<file path="config.mk">
export PLATFORM = sky130hd
export DESIGN_NAME = spike_event_encoder
export DESIGN_NICKNAME = d
export VERILOG_FILES = /design/src/rtl/spike_event_encoder.sv
export SDC_FILE = /design/constraint.sdc
export NUM_CORES = 1
export LEC_CHECK = 0
export ABC_CLOCK_PERIOD_IN_PS = 3700
export CORE_MARGIN = 1.5
export CORE_UTILIZATION = 53
export DETAILED_ROUTE_END_ITERATION = 8
export PLACE_DENSITY = 0.9
export SYNTH_ARGS = -nofsm -noshare
export SYNTH_HDL_FRONTEND = slang
export SYNTH_SLANG_ARGS = --single-unit
</file>
<file path="constraint.sdc">
create_clock -name clk -period 3.7 [get_ports clk]
set_clock_uncertainty 0.1 [all_clocks]
set_input_delay 0.74 -clock clk [delete_from_list [all_inputs] [get_ports clk]]
set_output_delay 0.74 -clock clk [all_outputs]
set_load 0.02 [all_outputs]
</file>
<file path="src/rtl/spike_event_encoder.sv">
// AER spike encoder: pending-spike register, lowest-index-first arbiter, event FIFO and saturating drop counter.
// Optional timestamp counter and FIFO timestamp field enabled by `define SPIKE_TIMESTAMP_EN.
module spike_event_encoder #(
  parameter int N_NEURONS  = 4,
  parameter int ADDR_W     = 2,
  parameter int TS_W       = 8,
  parameter int FIFO_DEPTH = 8
) (
  input  logic                            clk,
  input  logic                            rst_n,
  input  logic [N_NEURONS-1:0]            spike_in,
  input  logic                            ts_tick,
  output logic                            out_valid,
  input  logic                            out_ready,
  output logic [ADDR_W-1:0]               out_addr,
  output logic [TS_W-1:0]                 out_ts,
  output logic [$clog2(FIFO_DEPTH):0]     fifo_count,
  output logic [7:0]                      drop_count
);

  localparam int PTR_W = $clog2(FIFO_DEPTH);
  localparam int CNT_W = PTR_W + 1;

  function automatic logic [7:0] popcount(input logic [N_NEURONS-1:0] v);
    logic [7:0] c;
    c = 8'd0;
    for (int i = 0; i < N_NEURONS; i++) begin
      c = c + 8'(v[i]);
    end
    return c;
  endfunction

  function automatic logic [ADDR_W-1:0] lowest_index(input logic [N_NEURONS-1:0] v);
    logic [ADDR_W-1:0] idx;
    idx = '0;
    for (int i = N_NEURONS - 1; i >= 0; i--) begin
      if (v[i]) begin
        idx = ADDR_W'(i);
      end
    end
    return idx;
  endfunction

  logic [N_NEURONS-1:0] pending_r;
  logic [CNT_W-1:0]     count_r;
  logic                 full_r;
  logic                 valid_r;
  logic [PTR_W-1:0]     wr_ptr_r;
  logic [PTR_W-1:0]     rd_ptr_r;
  logic [7:0]           drop_r;
  logic [ADDR_W-1:0]    addr_mem_r [FIFO_DEPTH];

  logic [N_NEURONS-1:0] grant_s;
  logic [ADDR_W-1:0]    grant_idx_s;
  logic                 push_s;
  logic                 pop_s;
  logic [N_NEURONS-1:0] drops_s;
  logic [8:0]           drop_sum_s;
  logic [7:0]           drop_next_s;
  logic [CNT_W-1:0]     count_next_s;

  // Arbitration uses the registered full flag, so a same-cycle pop never frees a slot for a push.
  always_comb begin
    grant_s     = '0;
    grant_idx_s = lowest_index(pending_r);
    if ((pending_r != '0) && !full_r) begin
      grant_s = pending_r & (~pending_r + N_NEURONS'(1));
    end else begin
      grant_s = '0;
    end
    push_s = |grant_s;
    pop_s  = valid_r && out_ready;
  end

  // A spike landing on a still-pending, ungranted neuron is merged and counted as a drop.
  always_comb begin
    drops_s     = spike_in & pending_r & ~grant_s;
    drop_sum_s  = {1'b0, drop_r} + {1'b0, popcount(drops_s)};
    drop_next_s = drop_sum_s[8] ? 8'hFF : drop_sum_s[7:0];
  end

  // Occupancy after this edge's push/pop.
  always_comb begin
    count_next_s = count_r;
    case ({push_s, pop_s})
      2'b10:   count_next_s = count_r + CNT_W'(1);
      2'b01:   count_next_s = count_r - CNT_W'(1);
      default: count_next_s = count_r;
    endcase
  end

  // Control state: pending set wins over grant clear, pointers, flags and drop counter.
  always_ff @(posedge clk) begin
    if (!rst_n) begin
      pending_r <= '0;
      count_r   <= '0;
      full_r    <= 1'b0;
      valid_r   <= 1'b0;
      wr_ptr_r  <= '0;
      rd_ptr_r  <= '0;
      drop_r    <= 8'd0;
    end else begin
      pending_r <= (pending_r & ~grant_s) | spike_in;
      count_r   <= count_next_s;
      full_r    <= (count_next_s == CNT_W'(FIFO_DEPTH));
      valid_r   <= (count_next_s != '0);
      drop_r    <= drop_next_s;
      if (push_s) begin
        wr_ptr_r <= wr_ptr_r + PTR_W'(1);
      end
      if (pop_s) begin
        rd_ptr_r <= rd_ptr_r + PTR_W'(1);
      end
    end
  end

  // Address storage; cleared on reset so the head reads zero until the first push.
  always_ff @(posedge clk) begin
    if (!rst_n) begin
      for (int i = 0; i < FIFO_DEPTH; i++) begin
        addr_mem_r[i] <= '0;
      end
    end else if (push_s) begin
      addr_mem_r[wr_ptr_r] <= grant_idx_s;
    end
  end

  assign out_valid  = valid_r;
  assign out_addr   = addr_mem_r[rd_ptr_r];
  assign fifo_count = count_r;
  assign drop_count = drop_r;

`ifdef SPIKE_TIMESTAMP_EN
  logic [TS_W-1:0] ts_r;
  logic [TS_W-1:0] ts_mem_r [FIFO_DEPTH];

  // Timestamp counter; the pushed stamp is the value before this edge's increment.
  always_ff @(posedge clk) begin
    if (!rst_n) begin
      ts_r <= '0;
      for (int i = 0; i < FIFO_DEPTH; i++) begin
        ts_mem_r[i] <= '0;
      end
    end else begin
      if (ts_tick) begin
        ts_r <= ts_r + TS_W'(1);
      end
      if (push_s) begin
        ts_mem_r[wr_ptr_r] <= ts_r;
      end
    end
  end

  assign out_ts = ts_mem_r[rd_ptr_r];
`else
  logic unused_ts_tick_s;
  assign unused_ts_tick_s = ts_tick;
  assign out_ts = '0;
`endif

endmodule

</file>
==> results.json <==
{
  "synth_top_area_share_pct": 25.9,
  "firstDrtPassIters": 4,
  "critPathMaxFanout": 5,
  "area_growth_pct": 15.8,
  "hold_viol": 0,
  "post-route-period-util_pct": 85.7,
  "cts_tree": "yes",
  "grt_use_total_pct": 18.6,
  "worstPathCellList": "clkdlybuf4s50_1, nand3_1, fa_1, fa_1, inv_1, fa_1, nand2_1, or3_1, a21oi_1",
  "fin_setup_tns_ps": 0,
  "status": "finished clean",
  "syn_area_per_cell_um2": 10.2,
  "start_util_pct": 56.3,
  "hold_path_depth": 1,
  "cts-root-buf": "clkbuf_8",
  "critPathLaunchType": "primary input",
  "r2r-end": "drop_count[0]$_SDFF_PN0_",
  "regToRegSetupSlack_ps": 670,
  "rows": 22,
  "coreArea_um2": 3720,
  "syn_inst": 204,
  "synth_top_cell_by_area": "dfxtp_1",
  "yosysUniqueCellTypes": 41,
  "fmax_mhz": 315,
  "ctsResizeCount": 0,
  "cp.required_ps": 3810,
  "ys_ff_latch": 43,
  "yosys_warnings": 0,
  "cts_sinks": 43,
  "rsz0062_at_grt": "false",
  "synth-edff-count": 16,
  "p_per_area_nw_per_um2": 566,
  "report.final.slew_viol_count": 0,
  "vias_per_cell": 5.30,
  "path_delay_family": "adder cells",
  "drt-total-wl_um": 3460,
  "dieArea_um2": 4330,
  "nFillCells": 302,
  "fp.dieH_um": 65.8,
  "drt-initial-drc-count": 45,
  "boundaryPins": 31,
  "fin_nets": 242,
  "cts_buffers": 5,
  "yosysMostFrequentCell": "nor2_1",
  "layout.area.seq_um2": 1020,
  "setup_viol": 0,
  "hold_path_end": "drop_count[4]$_SDFF_PN0_",
  "place.gp.congestion": 0.784,
  "rr_startpoint": "full_r$_SDFF_PN0_",
  "vias": 1458,
  "grt_remaining_overflow": 0,
  "synthTopCellsByCount": "nor2_1 (37), dfxtp_1 (27), edfxtp_1 (16)",
  "cts_max_level": 2,
  "placed_cell_area_um2": 2300,
  "grt_pass1_wl_um": 6040,
  "reg2regPathDepth": 9,
  "cts_buffer_depth": 2,
  "worstSkewPairLatency_ps": 290,
  "leakagePower_nw": 0.909,
  "path_clk_slew_ps": 70,
  "critPathMostFrequentCell": "fa_1",
  "irDropWorstVdd_mv": 0.414,
  "worstHoldStart": "drop_count[4]$_SDFF_PN0_",
  "hold_buffers": 0,
  "io_buffers": 21,
  "hpwlAfterDp_um": 2470,
  "crit_path_end_kind": "flop",
  "synth-seq-area-share_pct": 48.8,
  "synth_area_leaders": "dfxtp_1 (26%), edfxtp_1 (23%), nor2_1 (6.6%)",
  "cts_setup_buffers": 0,
  "final_area_um2": 2420,
  "first_global_vias": 1415,
  "slowest_delay_ps": 500,
  "grt_start_max_net_pins": 24,
  "synthArstFlopShare_pct": 0,
  "n_antenna_cell": 0,
  "cpMaxStageDelayCell": "fa_1",
  "path_buf_inv": 2,
  "path_class": "primary input to flop",
  "synth_flop_cell": "dfxtp_1",
  "finalCriticalPeriod_ps": 3170,
  "hold_class": "flop to flop",
  "maxCapViolations": 0,
  "antenna_found_initial": 0,
  "wire_per_inst_um": 12.6,
  "multi_input_area_um2": 975,
  "timing.hold.ws_ps": 395,
  "drive_gt1_share_pct": 9.69,
  "synth_area_um2": 2090,
  "ant_nets": 0,
  "drcViolationCount": 0,
  "fp.dieW_um": 65.8,
  "worstPathArrival_ps": 3280
}
==> sequential cells by signal (all words and copies together), names as in the netlist, named ones only <==
name / flops
out_valid: 1
wr_ptr_r: 3
full_r: 1
addr_mem_r: 16
drop_count: 8
rd_ptr_r: 3
fifo_count: 4
pending_r: 4
==> through the flow <==
step                worst slack, ps  instances  util, %  power [W]
floorplan                       879        211        -   0.000907
global placement                286        267     62.0   0.000995
detailed placement              234        267     62.0    0.00101
CTS                             516        275     65.2    0.00138
global route                    324        275     65.2    0.00144
finish                          530        275     65.2    0.00137
==> placed cells by master (no fill, tap or decap), types with 2 or more instances in the layout <==
cell type / count
xor2_1: 5
edfxtp_1: 16
dfxtp_1: 27
ha_1: 5
nand3_1: 6
xnor2_1: 8
a21oi_1: 13
o21ai_0: 12
mux2_2: 2
nor2_1: 37
nand2_1: 10
a31oi_1: 3
inv_1: 8
nand2b_1: 3
or3_1: 3
clkbuf_8: 6
mux2i_1: 2
or4_1: 3
fa_1: 3
nor3_1: 3
mux4_2: 4
clkdlybuf4s50_1: 21
or2_2: 2
conb_1: 8
==> per-layer routing <==
layer  global-route usage [%]  vias to the layer above  wire length, um
li1                         -                      731                -
met1                     20.5                      689             1510
met2                     34.3                       31             1780
met3                     3.58                        7              122
met4                     7.81                        0               46
met5                        0                        -                0
==> power breakdown <==
group / total, W / switching (W) / internal, W
clock: 0.000368 / 0.000149 / 0.000218
combinational: 0.000382 / 0.000197 / 0.000185
sequential: 0.000621 / 0.0000674 / 0.000553
total: 0.00137 / 0.000413 / 0.000957
==> worst max-delay path by stage <==
stage,start,cells past startpoint,endpoint
after global routing,spike_in[0],9,drop_count[3]$_SDFF_PN0_
after CTS,spike_in[0],9,drop_count[0]$_SDFF_PN0_
after global placement,spike_in[0],9,drop_count[1]$_SDFF_PN0_
final,spike_in[0],9,drop_count[0]$_SDFF_PN0_
after floorplan,spike_in[0],8,drop_count[0]$_SDFF_PN0_
after detailed placement,spike_in[0],9,drop_count[0]$_SDFF_PN0_
==> final cells by class <==
cell class	instances	share of cell area (%)
sequential	43	42.2
multi-input combinational	146	40.3
timing repair buffer	22	8.99
clock buffer	6	3.41
tap	48	2.48
clock inverter	2	1.45
inverter	8	1.24
==> cell families after synthesis <==
logic type / synth area share [%]
AOI/OAI and AO/OA: 8.86
xor gates and xnor gates: 5.45
adders and majority gates: 5.86
buffers and inverters: 5.81
DFF: 48.8
muxes: 6.34
other: 0.179
and+or+nand+nor: 18.7
(Power assumes the default switching activity.)
==> variant: new RTL, config.mk and constraints unchanged <==
Take the reset off `pending_r` and load it in a clocked block of its own.
--- a/src/rtl/spike_event_encoder.sv
+++ b/src/rtl/spike_event_encoder.sv
@@ -93,5 +93,4 @@
   always_ff @(posedge clk) begin
     if (!rst_n) begin
-      pending_r <= '0;
       count_r   <= '0;
       full_r    <= 1'b0;
@@ -101,5 +100,4 @@
       drop_r    <= 8'd0;
     end else begin
-      pending_r <= (pending_r & ~grant_s) | spike_in;
       count_r   <= count_next_s;
       full_r    <= (count_next_s == CNT_W'(FIFO_DEPTH));
@@ -113,4 +111,8 @@
       end
     end
+  end
+
+  always_ff @(posedge clk) begin
+    pending_r <= (pending_r & ~grant_s) | spike_in;
   end
 
Behaviour: not the same (a bounded check fails within 4 cycles, from zero or initial values and one cycle with rst_n low).
==> variant against the original RTL <==
- area after synthesis fell by 1.0%
- cell area barely moved
- worst setup slack got worse by 0.069 ns
- power fell by 10%
- fmax fell by 2.1%
- sequential cell count did not move
- wire length rose by 8.7%
- via count rose by 1.0%
==> variant: results (changes against the original RTL) <==
worst_setup_path:
  crit_start: "spike_in[0]"  # unchanged
  critical_path_arrival_ns: 3.36  # was 3.28 ns
  setup.reg_to_reg.worst_slack_ns: 0.57  # was 0.67 ns
  worst_r2r_startpoint: "pending_r[0]"  # was full_r
  cp-endpoint: "drop_count[1]"  # was drop_count[0]
  cp_max_fo: 5  # unchanged
synth:
  synthDistinctLibCells: 39  # was 41
  ys_seq_area_frac: 0.493  # was 0.488
  synth_compound_area_frac: 0.0919  # was 0.0886
  synth_top_cells_by_count: "sky130_fd_sc_hd__nor2_1, sky130_fd_sc_hd__dfxtp_1, sky130_fd_sc_hd__edfxtp_1, sky130_fd_sc_hd__o21ai_0, sky130_fd_sc_hd__a21oi_1"  # was sky130_fd_sc_hd__nor2_1, sky130_fd_sc_hd__dfxtp_1, sky130_fd_sc_hd__edfxtp_1, sky130_fd_sc_hd__a21oi_1, sky130_fd_sc_hd__o21ai_0
  synth_area_leaders: "sky130_fd_sc_hd__dfxtp_1, sky130_fd_sc_hd__edfxtp_1, sky130_fd_sc_hd__nor2_1"  # unchanged
  synth_xor_xnor_area_share: 0.0550  # was 0.0545
  muxShareOfSynthArea: 0.0641  # was 0.0634
  adder_cell_share_of_the_synthesized_area: 0.0593  # was 0.0586
  synth.yosys.warnings: 0  # unchanged
global_routing:
  vias_in_the_first_global_route: 1435  # was 1415
  grt_first_pass_wirelength_um: 6300  # was 6040 µm
  global_route.usage.total: 0.197  # was 0.186
  number_of_antenna_violations_at_the_first_check_in_global_routing: 0  # unchanged
  pin_count_of_the_biggest_net_entering_global_routing: 20  # was 24
clock_tree:
  clock_input_transition_at_the_sequential_cells_of_the_worst_setup_and_hold_paths_ns: 0.08
  cts_inserted_buffers: 5  # unchanged
  clock_tree.htree_level_count: 2  # unchanged
cells_and_area:
  drive_gt1_frac: 0.0848  # was 0.0969
  top_reg_by_flops: "addr_mem_r"  # unchanged
  n_fill_cell: 286  # was 302
  fin_nets: 239  # was 242
pwr:
  power.leakage_nw: 0.924  # was 0.909 nW
  powerSeq_mw: 0.571  # was 0.621 mW
  total_switching_power_mw: 0.324  # was 0.413 mW
  power_frac_clock: 0.351  # was 0.268
  max_rail_drop_vdd_uv: 336  # was 414 µV
timing:
  report.final.hold_viol_count: 0  # unchanged
  finalHoldWorstSlack_ns: 0.415  # was 0.395 ns
placed_design:
  place_hpwl_um: 2730  # was 2470 µm
  gp_routability_congestion: 0.798  # was 0.784
routing:
  drt_iter0_markers: 47  # was 45
  drt-vias-per-instance: 5.42  # was 5.30
  drcViolationCount: 0  # unchanged
  drt_wl_total_um: 3760  # was 3460 µm
  first_pass_iters: 4  # unchanged
min_path:
  worst_case_hold_path_end_point: "drop_count[4]"  # unchanged
run_status:
  status: "finished, final reports clean"  # unchanged
==> variant: layout make-up <==
type,count,area share
clock inverters,3,0.0279
flip-flops and latches,43,0.421
inverters,7,0.0108
well taps,48,0.0248
clock buffers,5,0.0284
repair buffers,22,0.0899
multi-input cells,144,0.397
==> variant: layer usage <==
metal / global-route usage / wire length (µm) / part of all wire / vias to the layer above
met5: 0 / 0 / 0 / -
met2: 0.360 / 2050 / 0.55 / 32
li1: - / - / - / 724
met3: 0.0531 / 152 / 0.040 / 7
met1: 0.222 / 1510 / 0.40 / 710
met4: 0.0625 / 43 / 0.011 / 0
==> variant: per-stage QoR <==
stage	setup WS [ns]	area, µm²	util	std cells	total power, mW
after global routing	0.325	2420	0.652	272	1.28
after detailed placement	0.179	2290	0.615	264	0.812
after floorplan	0.823	2100	-	209	0.735
final	0.461	2420	0.652	272	1.23
after CTS	0.454	2420	0.652	272	1.24
after global placement	0.283	2290	0.615	264	0.799
